File: config.mk
export PLATFORM = sky130hd
export DESIGN_NAME = max_pool_ctrl
export DESIGN_NICKNAME = d
export VERILOG_FILES = /design/src/rtl/max_pool_pkg.sv /design/src/rtl/max_pool_addr_gen.sv /design/src/rtl/max_pool_ctrl.sv
export SDC_FILE = /design/constraint.sdc
export NUM_CORES = 1
export LEC_CHECK = 0
export CORE_ASPECT_RATIO = 1.25
export CORE_MARGIN = 4
export CORE_UTILIZATION = 57
export DETAILED_ROUTE_END_ITERATION = 16
export HOLD_SLACK_MARGIN = 0.03
export MAX_ROUTING_LAYER = met4
export PLACE_DENSITY = 0.87
export SYNTH_ARGS = -nofsm -noshare
export SYNTH_HDL_FRONTEND = slang
export SYNTH_SLANG_ARGS = --single-unit
export TNS_END_PERCENT = 50
File: constraint.sdc
create_clock -name clk -period 18.3 [get_ports clk]
set_clock_uncertainty 0.2 [all_clocks]
set_input_delay 2.745 -clock clk [delete_from_list [all_inputs] [get_ports clk]]
set_output_delay 2.745 -clock clk [all_outputs]
set_load 0.01 [all_outputs]
File: src/rtl/max_pool_pkg.sv
// Shared constants and the sequencer state type for the 3x3 max-pool controller.
// The optional column-reuse fetch mode is enabled by defining MAX_POOL_CTRL_COL_REUSE_EN.
package max_pool_pkg;

  localparam int DATA_W_DEF = 23;
  localparam int WIN        = 9;
  localparam int K          = 3;

  typedef enum logic [2:0] {
    S_IDLE  = 3'd0,
    S_FETCH = 3'd1,
    S_CAPT  = 3'd2,
    S_FIRE  = 3'd3,
    S_WAIT  = 3'd4,
    S_WRITE = 3'd5,
    S_DONE  = 3'd6
  } state_e;

  // Width of a counter that must hold 0..n-1 (never narrower than one bit).
  function automatic int cnt_w(input int n);
    return (n > 1) ? $clog2(n) : 1;
  endfunction

endpackage

File: src/rtl/max_pool_addr_gen.sv
// Window walker: ch/oy/ox window counters, ky/kx tap counters and the FM read /
// output write address arithmetic. kx restarts at kx_first so that a window
// reusing shifted columns only visits the new columns.
module max_pool_addr_gen
  import max_pool_pkg::*;
#(
  parameter int ADDR_W   = 20,
  parameter int IN_W     = 55,
  parameter int IN_H     = 55,
  parameter int CHANNELS = 96,
  parameter int STRIDE   = 2,
  parameter int OUT_W    = 27,
  parameter int OUT_H    = 27
) (
  input  logic              clk,
  input  logic              rst,
  input  logic              clear,
  input  logic              kx_step,
  input  logic              win_step,
  input  logic              reuse_next,
  output logic [ADDR_W-1:0] rd_addr,
  output logic [ADDR_W-1:0] wr_addr,
  output logic [3:0]        slot,
  output logic              last_tap,
  output logic              ox_last,
  output logic              last_win
);

  localparam int CH_W = cnt_w(CHANNELS);
  localparam int OY_W = cnt_w(OUT_H);
  localparam int OX_W = cnt_w(OUT_W);

  logic [CH_W-1:0] ch_q;
  logic [OY_W-1:0] oy_q;
  logic [OX_W-1:0] ox_q;
  logic [1:0]      ky_q, kx_q, kx_first_q;
  logic [1:0]      kx_next_first;
  logic            oy_last, ch_last;

  assign kx_next_first = reuse_next ? 2'(K - STRIDE) : 2'd0;
  assign ox_last  = (ox_q == OX_W'(OUT_W - 1));
  assign oy_last  = (oy_q == OY_W'(OUT_H - 1));
  assign ch_last  = (ch_q == CH_W'(CHANNELS - 1));
  assign last_win = ch_last && oy_last && ox_last;
  assign last_tap = (ky_q == 2'd2) && (kx_q == 2'd2);
  assign slot     = {2'b00, ky_q} * 4'd3 + {2'b00, kx_q};

  assign rd_addr = ADDR_W'(ch_q) * ADDR_W'(IN_H * IN_W)
                 + (ADDR_W'(oy_q) * ADDR_W'(STRIDE) + ADDR_W'(ky_q)) * ADDR_W'(IN_W)
                 + ADDR_W'(ox_q) * ADDR_W'(STRIDE) + ADDR_W'(kx_q);
  assign wr_addr = ADDR_W'(ch_q) * ADDR_W'(OUT_H * OUT_W)
                 + ADDR_W'(oy_q) * ADDR_W'(OUT_W) + ADDR_W'(ox_q);

  // Tap counters step per read; window counters step per write (ox inner, ch outer).
  always_ff @(posedge clk or posedge rst) begin
    if (rst) begin
      ch_q       <= '0;
      oy_q       <= '0;
      ox_q       <= '0;
      ky_q       <= '0;
      kx_q       <= '0;
      kx_first_q <= '0;
    end else if (clear) begin
      ch_q       <= '0;
      oy_q       <= '0;
      ox_q       <= '0;
      ky_q       <= '0;
      kx_q       <= '0;
      kx_first_q <= '0;
    end else if (win_step) begin
      ky_q       <= '0;
      kx_q       <= kx_next_first;
      kx_first_q <= kx_next_first;
      if (ox_last) begin
        ox_q <= '0;
        if (oy_last) begin
          oy_q <= '0;
          ch_q <= ch_last ? '0 : ch_q + CH_W'(1);
        end else begin
          oy_q <= oy_q + OY_W'(1);
        end
      end else begin
        ox_q <= ox_q + OX_W'(1);
      end
    end else if (kx_step) begin
      if (kx_q == 2'd2) begin
        kx_q <= kx_first_q;
        ky_q <= (ky_q == 2'd2) ? 2'd0 : ky_q + 2'd1;
      end else begin
        kx_q <= kx_q + 2'd1;
      end
    end
  end

endmodule

File: src/rtl/max_pool_ctrl.sv
// Sequencer for the 3x3 max-pool datapath: fetches each window from the FM
// buffer, fires the pool unit, waits for its result and writes it out.
// Handshake: pool_en is a one-cycle fire; the result is taken in WAIT on the
// first cycle pool_ready=1, pool_ready is ignored in every other state.
// Define MAX_POOL_CTRL_COL_REUSE_EN to shift overlapping columns between
// horizontally adjacent windows instead of refetching them (STRIDE<3 only).
module max_pool_ctrl
  import max_pool_pkg::*;
#(
  parameter int DATA_W   = DATA_W_DEF,
  parameter int ADDR_W   = 20,
  parameter int IN_W     = 55,
  parameter int IN_H     = 55,
  parameter int CHANNELS = 96,
  parameter int STRIDE   = 2
) (
  input  logic                  clk,
  input  logic                  rst,
  input  logic                  start,
  output logic                  busy,
  output logic                  done,
  output logic                  fm_rd_en,
  output logic [ADDR_W-1:0]     fm_rd_addr,
  input  logic [DATA_W-1:0]     fm_rd_data,
  output logic                  pool_en,
  output logic [WIN*DATA_W-1:0] pool_win,
  input  logic                  pool_ready,
  input  logic [DATA_W-1:0]     pool_out,
  output logic                  out_wr_en,
  output logic [ADDR_W-1:0]     out_wr_addr,
  output logic [DATA_W-1:0]     out_wr_data,
  output logic [2:0]            dbg_state
);

  localparam int OUT_W = (IN_W - K) / STRIDE + 1;
  localparam int OUT_H = (IN_H - K) / STRIDE + 1;
`ifdef MAX_POOL_CTRL_COL_REUSE_EN
  localparam bit COL_REUSE = (STRIDE < K);
`else
  localparam bit COL_REUSE = 1'b0;
`endif

  state_e              state_q, state_d;
  logic [DATA_W-1:0]   win_q [WIN];
  logic                rd_pend_q;
  logic [3:0]          rd_slot_q;
  logic [DATA_W-1:0]   res_q;
  logic                clear, kx_step, win_step, reuse_next;
  logic [ADDR_W-1:0]   rd_addr, wr_addr;
  logic [3:0]          slot;
  logic                last_tap, ox_last, last_win;

  // The next window reuses columns only when it stays on the same output row.
  assign reuse_next = COL_REUSE && !ox_last;

  max_pool_addr_gen #(
    .ADDR_W(ADDR_W), .IN_W(IN_W), .IN_H(IN_H), .CHANNELS(CHANNELS),
    .STRIDE(STRIDE), .OUT_W(OUT_W), .OUT_H(OUT_H)
  ) u_addr_gen (
    .clk(clk), .rst(rst), .clear(clear), .kx_step(kx_step),
    .win_step(win_step), .reuse_next(reuse_next), .rd_addr(rd_addr),
    .wr_addr(wr_addr), .slot(slot), .last_tap(last_tap),
    .ox_last(ox_last), .last_win(last_win)
  );

  // State register.
  always_ff @(posedge clk or posedge rst) begin
    if (rst) state_q <= S_IDLE;
    else     state_q <= state_d;
  end

  // Next-state and strobe decode; all outputs derive from the state so reset zeroes them at once.
  always_comb begin
    state_d   = state_q;
    clear     = 1'b0;
    kx_step   = 1'b0;
    win_step  = 1'b0;
    busy      = 1'b0;
    done      = 1'b0;
    fm_rd_en  = 1'b0;
    pool_en   = 1'b0;
    out_wr_en = 1'b0;
    case (state_q)
      S_IDLE: begin
        if (start) begin
          clear   = 1'b1;
          state_d = S_FETCH;
        end
      end
      S_FETCH: begin
        busy     = 1'b1;
        fm_rd_en = 1'b1;
        kx_step  = 1'b1;
        if (last_tap) state_d = S_CAPT;
      end
      S_CAPT: begin
        busy    = 1'b1;
        state_d = S_FIRE;
      end
      S_FIRE: begin
        busy    = 1'b1;
        pool_en = 1'b1;
        state_d = S_WAIT;
      end
      S_WAIT: begin
        busy = 1'b1;
        if (pool_ready) state_d = S_WRITE;
      end
      S_WRITE: begin
        busy      = 1'b1;
        out_wr_en = 1'b1;
        win_step  = 1'b1;
        state_d   = last_win ? S_DONE : S_FETCH;
      end
      S_DONE: begin
        done    = 1'b1;
        state_d = S_IDLE;
      end
      default: state_d = S_IDLE;
    endcase
  end

  assign fm_rd_addr  = fm_rd_en  ? rd_addr : '0;
  assign out_wr_addr = out_wr_en ? wr_addr : '0;
  assign out_wr_data = out_wr_en ? res_q   : '0;
  assign dbg_state   = state_q;

  // Remember which slot each outstanding read belongs to (data returns next cycle).
  always_ff @(posedge clk or posedge rst) begin
    if (rst) begin
      rd_pend_q <= 1'b0;
      rd_slot_q <= '0;
    end else begin
      rd_pend_q <= fm_rd_en;
      rd_slot_q <= slot;
    end
  end

  // Window register: capture returned pixels; after a write, slide kept columns left.
  always_ff @(posedge clk or posedge rst) begin
    if (rst) begin
      for (int i = 0; i < WIN; i++) win_q[i] <= '0;
    end else if (rd_pend_q) begin
      win_q[rd_slot_q] <= fm_rd_data;
    end else if (out_wr_en && reuse_next) begin
      for (int r = 0; r < K; r++)
        for (int c = 0; c < K - STRIDE; c++)
          win_q[r*K + c] <= win_q[r*K + c + STRIDE];
    end
  end

  // Pool result register, loaded on the accepting cycle of WAIT.
  always_ff @(posedge clk or posedge rst) begin
    if (rst)                                 res_q <= '0;
    else if (state_q == S_WAIT && pool_ready) res_q <= pool_out;
  end

  for (genvar k = 0; k < WIN; k++) begin : g_win
    assign pool_win[k*DATA_W +: DATA_W] = win_q[k];
  end

endmodule
# After elaboration in Yosys (flattened, before gate mapping)
# Cells that the tools add are included.
[op_classes]
bitwise_logic = 1
reduce_logical = 16
n_lt_le_gt_ge = 2
addsub = 12
muxes = 41
n_mul = 5
n_eq_ne = 14
[ops]
columns = ["operator", "n"]
rows = [
  ["bitwise mux 207 bit", 1],
  ["demux 23 bit (select 4 bit)", 1],
  ["2-to-1 mux 23 bit", 2],
  ["2-to-1 mux 20 bit", 2],
  ["2-to-1 mux 5 bit", 7],
  ["2-to-1 mux 7 bit", 5],
  ["2-to-1 mux 2 bit", 11],
  ["adder 19 x 20 -> 20 bit", 1],
  ["adder 20 x 2 -> 20 bit", 1],
  ["adder 20 x 5 -> 20 bit", 1],
  ["adder 20 x 6 -> 20 bit", 1],
  ["multiplier 20 x 6 -> 20 bit, second input constant", 1],
  ["multiplier 7 x 12 -> 19 bit, second input constant", 1],
  ["adder 17 x 10 -> 18 bit", 1],
  ["case mux 3 bit (6 select lines)", 1],
  ["multiplier 7 x 10 -> 17 bit, second input constant", 1],
  ["2-to-1 mux 3 bit", 4],
  ["adder 5 x 1 -> 5 bit, second input constant", 2],
  ["equality test 5 bit, second input constant", 2],
  ["multiplier 5 x 5 -> 10 bit, second input constant", 1],
  ["equality test 3 bit, second input constant", 3],
  ["adder 6 x 2 -> 7 bit", 1],
  ["adder 7 x 1 -> 7 bit, second input constant", 1],
  ["equality test 7 bit, second input constant", 1],
  ["other kinds (18)", 38],
]
[word_totals]
register_bits = 261
input_bits = 50

# Depth between registers and ports, before layout
# Gate-level depths: netlist of run 1.
[logic_depth]
depth_word = 6
ltp_mapped = 24
mapped_depth_nobuf = 24

# Hierarchy
# Synthesis of run 1 repeated with hierarchy kept, for this count alone.
[unflattened]
hier_cells = 1326
area_unflattened_um2 = 16041.6
[by_module_without_submodules]
columns = ["module", "cells_per_inst", "n_inst", "area_each_um2", "seq_area_each_um2"]
rows = [
  ["max_pool_ctrl", 602, 1, 9331.4, 5955.7],
  ["max_pool_addr_gen", 724, 1, 6710.2, 550.5],
]

# Least setup slack after synthesis of run 1
# No wires, ideal clock.
[synth_path]
path_kind = "register to output"
start = "reg u_addr_gen.oy_q[0]"
end = "out fm_rd_addr[19]"
stages_incl_launch_ff = 22
arrival_time_ns = 5.899
path_buffers = 0
setup_slack_ns = 9.456
required_ns = 15.355
cell_sequence = "dfrtp_1 -> ha_1 -> ha_1 -> nand2_1 -> xnor2_1 -> fa_1 -> fa_1 -> inv_1 -> fa_1 -> inv_1 -> fa_1 -> fa_1 -> inv_1 -> ha_1 -> ha_1 -> o2111a_1 -> nor3_1 -> o41ai_1 -> a21oi_1 -> nor3_1 -> xor2_1 -> nor2_1"
[synth_via]
elab_chain_len = 6
[synth_rtl]
columns = ["item", "line_no", "source"]
rows = [
  ["start, declared", "max_pool_addr_gen.sv:34", "logic [OY_W-1:0] oy_q;"],
  ["start signal, assigned", "max_pool_addr_gen.sv:80", "oy_q <= oy_q + OY_W'(1);"],
  ["adder 6 x 2 -> 7 bit", "max_pool_addr_gen.sv:49", "+ (ADDR_W'(oy_q) * ADDR_W'(STRIDE) + ADDR_W'(ky_q)) * ADDR_W'(IN_W)"],
  ["multiplier 20 x 6 -> 20 bit", "max_pool_addr_gen.sv:49", ""],
  ["adder 19 x 20 -> 20 bit", "max_pool_addr_gen.sv:49", ""],
  ["adder 20 x 6 -> 20 bit", "max_pool_addr_gen.sv:50", "+ ADDR_W'(ox_q) * ADDR_W'(STRIDE) + ADDR_W'(kx_q);"],
  ["adder 20 x 2 -> 20 bit", "max_pool_addr_gen.sv:50", ""],
  ["2-to-1 mux 20 bit", "max_pool_ctrl.sv:123", "assign fm_rd_addr = fm_rd_en ? rd_addr : '0;"],
  ["end, declared", "max_pool_ctrl.sv:23", "output logic [ADDR_W-1:0] fm_rd_addr,"],
]
# No other way between the ends.

# Final worst setup path of run 1
# Same ends and word-level chain as after synthesis.

==> results of run 1 <==
-- layout make-up --
| class | count | area [um^2] | area share, % |
|---|---|---|---|
| timing repair buffer | 340 | 3370 | 16.4 |
| inverter | 196 | 743 | 3.61 |
| multi-input combinational | 868 | 8710 | 42.4 |
| sequential | 259 | 6480 | 31.5 |
| clock buffer | 37 | 741 | 3.60 |
| clock inverter | 7 | 78.8 | 0.383 |
| tap | 350 | 438 | 2.13 |
-- logic make-up after synthesis --
group | after synthesis | share of synthesized area, %
adder cells (fa/ha/maj) | 246 | 23.3
XOR/XNOR | 40 | 2.18
AO/OA/AOI/OAI | 124 | 5.13
buffers and inverters | 240 | 5.71
flip-flops | 259 | 40.3
other | 1 | 0.0233
multiplexers | 230 | 16.1
AND/OR/NAND/NOR | 226 | 7.32
-- metrics by stage --
| stage | setup WS, ns | area [um^2] | hold slack [ns] |
|---|---|---|---|
| 2_1_floorplan | 8.23 | 16100 | 0.272 |
| 3_3_place_gp | 8.52 | 19700 | 0.282 |
| 3_5_place_dp | 8.28 | 19700 | 0.287 |
| 4_1_cts | 7.71 | 20600 | 0.302 |
| 5_1_grt | 7.29 | 20600 | 0.314 |
| 6_report | 7.70 | 20600 | 0.298 |
-- layout by cell type (no fill, tap or decap), drive strengths merged, types with 6 or more instances in the layout --
| cell type | n |
|---|---|
| clkdlybuf4s50 | 325 |
| dfrtp | 259 |
| mux2 | 230 |
| inv | 199 |
| ha | 157 |
| fa | 89 |
| nor2 | 51 |
| and3 | 37 |
| clkbuf | 37 |
| nand2 | 36 |
| o21ai | 31 |
| a21oi | 30 |
| nand3 | 27 |
| xnor2 | 24 |
| nor3 | 22 |
| xor2 | 16 |
| buf | 15 |
| a21o | 12 |
| nor2b | 10 |
| o31ai | 9 |
| o21a | 7 |
| nand4 | 6 |
| or3 | 6 |
| and2 | 6 |
-- critical path, delay by kind of cell (launching register included) --
kind                       cells  cell delay (ns)
AOI/OAI and AO/OA              2             0.86
xor gates and xnor gates       2             0.54
adders and majority gates      9             3.75
buffers and inverters          4             0.73
DFF                            1             0.47
and+or+nand+nor                5             0.80
-- worst paths after layout --
path	depth (start not counted)	startpoint	slack [ns]	to
setup / recovery	22	u_addr_gen.oy_q[0]$_DFFE_PP0P_	7.70	fm_rd_addr[19]
hold / removal	1	res_q[20]$_DFFE_PP0P_	0.30	res_q[20]$_DFFE_PP0P_
setup reg to reg	8	dbg_state[0]$_DFFE_PP0P_	14.47	u_addr_gen.ch_q[3]$_DFFE_PP0P_
hold reg to reg	1	res_q[20]$_DFFE_PP0P_	0.30	res_q[20]$_DFFE_PP0P_
max in group asynchronous	3	rst	13.80	pool_win[133]$_DFFE_PP0P_
min in group asynchronous	2	rst	2.57	pool_win[67]$_DFFE_PP0P_
-- cell usage after synthesis, types with 2 or more instances --
cell type                  number
sky130_fd_sc_hd__dfrtp_1      259
sky130_fd_sc_hd__mux2_2       230
sky130_fd_sc_hd__inv_1        196
sky130_fd_sc_hd__ha_1         157
sky130_fd_sc_hd__fa_1          89
sky130_fd_sc_hd__nor2_1        51
sky130_fd_sc_hd__and3_1        37
sky130_fd_sc_hd__nand2_1       36
sky130_fd_sc_hd__clkbuf_1      33
sky130_fd_sc_hd__a21oi_1       30
sky130_fd_sc_hd__o21ai_0       30
sky130_fd_sc_hd__nand3_1       27
sky130_fd_sc_hd__xnor2_1       24
sky130_fd_sc_hd__nor3_1        22
sky130_fd_sc_hd__xor2_1        16
sky130_fd_sc_hd__a21o_1        12
sky130_fd_sc_hd__nor2b_1        9
sky130_fd_sc_hd__o31ai_1        9
sky130_fd_sc_hd__o21a_1         7
sky130_fd_sc_hd__and2_1         6
sky130_fd_sc_hd__nand4_1        6
sky130_fd_sc_hd__or3_1          6
sky130_fd_sc_hd__a31oi_1        5
sky130_fd_sc_hd__buf_1          5
sky130_fd_sc_hd__nand2b_1       5
sky130_fd_sc_hd__nor3b_1        5
sky130_fd_sc_hd__nand3b_1       4
sky130_fd_sc_hd__o21bai_1       4
sky130_fd_sc_hd__o2111a_1       3
sky130_fd_sc_hd__a2111o_1       2
sky130_fd_sc_hd__a211oi_1       2
sky130_fd_sc_hd__a311oi_1       2
sky130_fd_sc_hd__buf_4          2
sky130_fd_sc_hd__clkbuf_2       2
sky130_fd_sc_hd__nor4_1         2
sky130_fd_sc_hd__nor4b_1        2
sky130_fd_sc_hd__o211ai_1       2
sky130_fd_sc_hd__o41ai_1        2
sky130_fd_sc_hd__or4_1          2
-- sequential cells by signal, summed over array words and instances, names as in the netlist --
name and flops:
dbg_state 3, pool_win 207, rd_pend_q 1, rd_slot_q 4, res_q 23, u_addr_gen.ch_q 7
u_addr_gen.kx_q 2, u_addr_gen.ky_q 2, u_addr_gen.ox_q 5, u_addr_gen.oy_q 5
-- routing by layer --
metal | part of all wire [%] | vias up | track usage, %
met5 | 0 | - | -
met4 | 5.1 | 0 | 12.1
met3 | 7.5 | 122 | 7.02
met2 | 52 | 385 | 52.9
met1 | 35 | 5935 | 31.7
li1 | - | 5287 | -
==> metrics.cfg, run 1 <==
[timing]
setup-tns-final_ns = 0
max_slew.worst_pin.slew_ns = 1.03
layout_worst_path_cycle_share_pct = 57.9
number_of_max_slew_violations_in_the_final_report = 0
finalWorstPathRequiredPeriod_ns = 10.60
finalHoldViolations = 0
setup_violations = 0
maxSlewHeadroom_pct = 31.4
max_freq_mhz = 94.3
rsz_0062_raised_after_global_routing = no

[hold_path]
worst_hold_path_class = flop to flop

[setup_path]
timing.setup.critical_path_class = flop to output port
setup.worst_path.start_class = flop
sequence_of_cells_on_the_critical_path = ha_1 -> ha_1 -> nand2_1 -> xnor2_1 -> fa_1 -> fa_1 -> inv_1 -> fa_1 -> inv_1 -> fa_1 -> fa_1 -> inv_1 -> ha_1 -> ha_1 -> nor2b_1 -> nor3_1 -> o41ai_1 -> a21oi_1 -> nor3_1 -> xor2_1 -> nor2_1 -> clkdlybuf4s50_1
biggest_fanout_along_the_worst_timing_path = 7
critical-path-max-stage-delay_ns = 0.70
cpMostUsedCell = sky130_fd_sc_hd__fa_1
worst-endpoint-arrival_ns = 7.66
critPathRequiredTime_ns = 15.35
cp_slowest_cell = sky130_fd_sc_hd__o41ai_1
crit_path_end_kind = output port

[layout]
p_r_area_growth_vs_syn_pct = 27.8
layout_nets = 1986
fillerInstances = 1721
finished_core_util_pct = 74.1
layout-drive-gt1-share_pct = 17.3
instances_no_fill = 2057
antenna_cells_inserted = 0

[place]
dpl.hpwl_um = 33900
final_weighted_congestion_of_routability_driven_global_placement = 0.944
buffer_ports.inserted = 325
dp.cells = 2013

[synth]
yosysUniqueCellTypes = 62
synth.largest_area_cell = sky130_fd_sc_hd__dfrtp_1
mappedNetlistArea_um2 = 16100
ys_dominant_reg_cell = sky130_fd_sc_hd__dfrtp_1
yosysWarningCount = 0
ys_ff_latch = 259
synth-edff-count = 0
postSynthCellCount = 1366
synth_seq_area_share_pct = 40.3
syn_avg_cell_area_um2 = 11.8
post_synth_main_area_contributors = sky130_fd_sc_hd__dfrtp_1 40%, sky130_fd_sc_hd__mux2_2 16%, sky130_fd_sc_hd__ha_1 12%
ys_async_sr_fraction_pct = 100
synth_top_cell_area_share_pct = 40.3

[die]
dieArea_um2 = 31000
die_height_um = 196
io_pins = 328
initial_core_util_pct = 58.0
placement_row_count = 68
core-area_um2 = 27700
die_x_um = 158

[clock_tree]
cts_htree_levels = 1
cts_sinks = 259
hold_buffer_count_at_cts = 0
ctsLongestPathBuffers = 3
clock_tree_from_tritoncts = done
cts_root_buffer = sky130_fd_sc_hd__clkbuf_16
clk_transition_reported_paths_ns = 0.06
tritoncts.num_buffers = 25
worst_skew_pair.late_latency_ns = 0.51
cts.repair.resized = 0
postCtsSetupBuffers = 0

[global_routing]
global_route.overflow_total = 0
vias_in_the_first_global_route = 12700
grt_max_degree = 102
grt_first_pass_wirelength_um = 70700
grt_antenna_before_repair = 0
grtUsageTotal_pct = 29.8

[detailed_routing]
detail_route.drc_violations = 0
dr.first_iter.drc_count = 469
finalWirelength_um = 44600
firstDrtPassIters = 5
route.detailed.wl_per_inst_um = 21.7
vias_per_cell = 5.70
antenna_left = 0
route.vias.total = 11700

[outcome]
run_status = complete, no violations

[flow_run]
drv.max_cap_violation_count = 0

Power of run 1 is not shown: default switching activity piles up to over one toggle a cycle in this logic, so the estimate is an artifact.
==> inputs of run 2 (changes only) <==
Settings changed: CORE_UTILIZATION 57 to 53, PLACE_DENSITY 0.87 to 0.82.
Clock period 18.3 ns to 11.05 ns, I/O delays scaled along.
==> metrics.cfg, run 2 (same netlist as run 1, synthesis figures left out) <==
[die]
io_pins = 328  ; unchanged
die_height_um = 203  ; +3.6%
dieArea_um2 = 33200  ; +7.2%
die_x_um = 164  ; +3.5%
initial_core_util_pct = 53.6  ; -4.4 points
core-area_um2 = 30000  ; +8.3%
placement_row_count = 71  ; +4.4%

[detailed_routing]
antenna_left = 0  ; unchanged
detail_route.drc_violations = 0  ; unchanged
finalWirelength_um = 42500  ; -4.6%
route.detailed.wl_per_inst_um = 20.2  ; -6.9%
firstDrtPassIters = 5  ; unchanged
vias_per_cell = 5.49  ; -3.7%
dr.first_iter.drc_count = 681  ; +45%
route.vias.total = 11600  ; -1.4%

[clock_tree]
hold_buffer_count_at_cts = 0  ; unchanged
clk_transition_reported_paths_ns = 0.06  ; about the same
cts_htree_levels = 1  ; unchanged
cts_root_buffer = sky130_fd_sc_hd__clkbuf_16
ctsLongestPathBuffers = 3  ; unchanged
worst_skew_pair.late_latency_ns = 0.54  ; +0.03 ns
postCtsSetupBuffers = 0  ; unchanged
tritoncts.num_buffers = 25  ; unchanged
cts_sinks = 259  ; unchanged
cts.repair.resized = 0  ; unchanged
clock_tree_from_tritoncts = done

[timing]
finalWorstPathRequiredPeriod_ns = 9.44
setup_violations = 0  ; unchanged
max_freq_mhz = 106
setup-tns-final_ns = 0  ; unchanged
layout_worst_path_cycle_share_pct = 85.4
rsz_0062_raised_after_global_routing = no
maxSlewHeadroom_pct = 34.6  ; +3.2 points
number_of_max_slew_violations_in_the_final_report = 0  ; unchanged
max_slew.worst_pin.slew_ns = 0.981  ; -0.0481 ns
finalHoldViolations = 0  ; unchanged

[global_routing]
grtUsageTotal_pct = 26.2  ; -3.7 points
vias_in_the_first_global_route = 12200  ; -4.0%
grt_max_degree = 142  ; +39%
grt_antenna_before_repair = 0  ; unchanged
grt_first_pass_wirelength_um = 67100  ; -5.0%
global_route.overflow_total = 0  ; unchanged

[setup_path]
biggest_fanout_along_the_worst_timing_path = 7  ; unchanged
reg2reg_from = dbg_state[0]$_DFFE_PP0P_
reg2reg_setup_slack_ns = 7.83  ; -6.64 ns
cp-startpoint = u_addr_gen.oy_q[0]$_DFFE_PP0P_
worst_r2r_endpoint = u_addr_gen.ch_q[3]$_DFFE_PP0P_
timing.reg2reg.worst_path_depth = 9  ; +1
critPathRequiredTime_ns = 9.19  ; -6.16 ns
worst-endpoint-arrival_ns = 7.58  ; -0.08 ns
cp_slowest_cell = sky130_fd_sc_hd__o41ai_1
cpMostUsedCell = sky130_fd_sc_hd__fa_1
sequence_of_cells_on_the_critical_path = ha_1 -> ha_1 -> nand2_1 -> xnor2_1 -> fa_1 -> fa_1 -> inv_1 -> fa_1 -> inv_1 -> fa_1 -> fa_1 -> inv_1 -> ha_1 -> ha_1 -> o2111a_1 -> nor3_1 -> o41ai_1 -> a21oi_1 -> nor3_1 -> xor2_1 -> nor2_1 -> clkdlybuf4s50_1
critical-path-max-stage-delay_ns = 0.66  ; -0.04 ns
setup.worst_path.start_class = flop
crit_path_end_kind = output port
timing.setup.critical_path_class = flop to output port

[place]
final_weighted_congestion_of_routability_driven_global_placement = 0.922  ; -2.3%
dpl.hpwl_um = 32300  ; -5.0%
buffer_ports.inserted = 325  ; unchanged
dp.cells = 2064  ; +2.5%

[layout]
layout-drive-gt1-share_pct = 17.4  ; +0.020 points
antenna_cells_inserted = 0  ; unchanged
fillerInstances = 2113  ; +23%
multi_input_area_um2 = 8710  ; unchanged
layout_common_cells = 325 x sky130_fd_sc_hd__clkdlybuf4s50_1, 259 x sky130_fd_sc_hd__dfrtp_1, 230 x sky130_fd_sc_hd__mux2_2, 195 x sky130_fd_sc_hd__inv_1, 157 x sky130_fd_sc_hd__ha_1
largest_reg_flops = 207  ; unchanged
area.sequential_um2 = 6480  ; unchanged
layout_nets = 1986  ; unchanged
p_r_area_growth_vs_syn_pct = 28.1
layout_commonest_cell = sky130_fd_sc_hd__clkdlybuf4s50_1
instances_no_fill = 2106  ; +2.4%

[outcome]
run_status = complete, no violations

[hold_path]
worst_case_hold_path_end_point = res_q[13]$_DFFE_PP0P_
holdPathStages = 1  ; unchanged
worst_hold_path_class = flop to flop
hp-start = res_q[13]$_DFFE_PP0P_

[flow_run]
drv.max_cap_violation_count = 0  ; unchanged

-- run 2: cell count changes in the layout (fill, tap and decap cells not counted) --
cell                       change
sky130_fd_sc_hd__clkinv_4      +2
sky130_fd_sc_hd__clkbuf_8      -1
sky130_fd_sc_hd__inv_8         -2
sky130_fd_sc_hd__clkbuf_1      -2
sky130_fd_sc_hd__inv_16        +1
-- run 2: worst max-delay path, delay by kind of cell, from the launching register on --
kind	cells	cell delay, ns
DFF	1	0.48
adders and majority gates	9	3.69
buffers and inverters	4	0.74
xor gates and xnor gates	2	0.54
and+or+nand+nor	4	0.53
AOI/OAI and AO/OA	3	1.04
-- run 2: metal layers --
layer,vias up,wire length (um),share of wire (%),track usage (%)
li1,5280,-,-,-
met1,5792,15200,36,28.5
met2,372,22400,53,46.2
met3,123,2820,6.6,5.06
met4,0,2040,4.8,11.5
met5,-,0,0,-
-- run 2: area by class of cell --
type                            instances  area share [%]
Tap cell                              401            2.43
Multi-Input combinational cell        868            42.3
Clock buffer                           34            3.49
Clock inverter                          8           0.455
Timing Repair Buffer                  340            16.3
Inverter                              196            3.60
Sequential cell                       259            31.4
-- run 2: metrics by stage --
stage | cell area, um^2 | setup slack, ns | util [%] | hold slack, ns
after detailed placement | 19800 | 2.21 | 66.0 | 0.287
after global routing | 20600 | 1.17 | 68.7 | 0.305
after global placement | 19800 | 2.34 | 66.0 | 0.281
after CTS | 20600 | 1.59 | 68.7 | 0.302
after floorplan | 16100 | 2.07 | - | 0.272
final | 20600 | 1.61 | 68.7 | 0.296
-- run 2: how the worst max path moves through the flow --
| stage | end | slack, ns | cells past startpoint |
|---|---|---|---|
| final | fm_rd_addr[19] | 1.61 | 22 |
| after global routing | fm_rd_addr[19] | 1.17 | 22 |
| after CTS | fm_rd_addr[19] | 1.59 | 22 |
| after detailed placement | fm_rd_addr[19] | 2.21 | 22 |
| after global placement | fm_rd_addr[19] | 2.34 | 22 |
| after floorplan | dbg_state[0]$_DFFE_PP0P_ | 2.07 | 1 |
Power of run 2 is left out for the same reason.
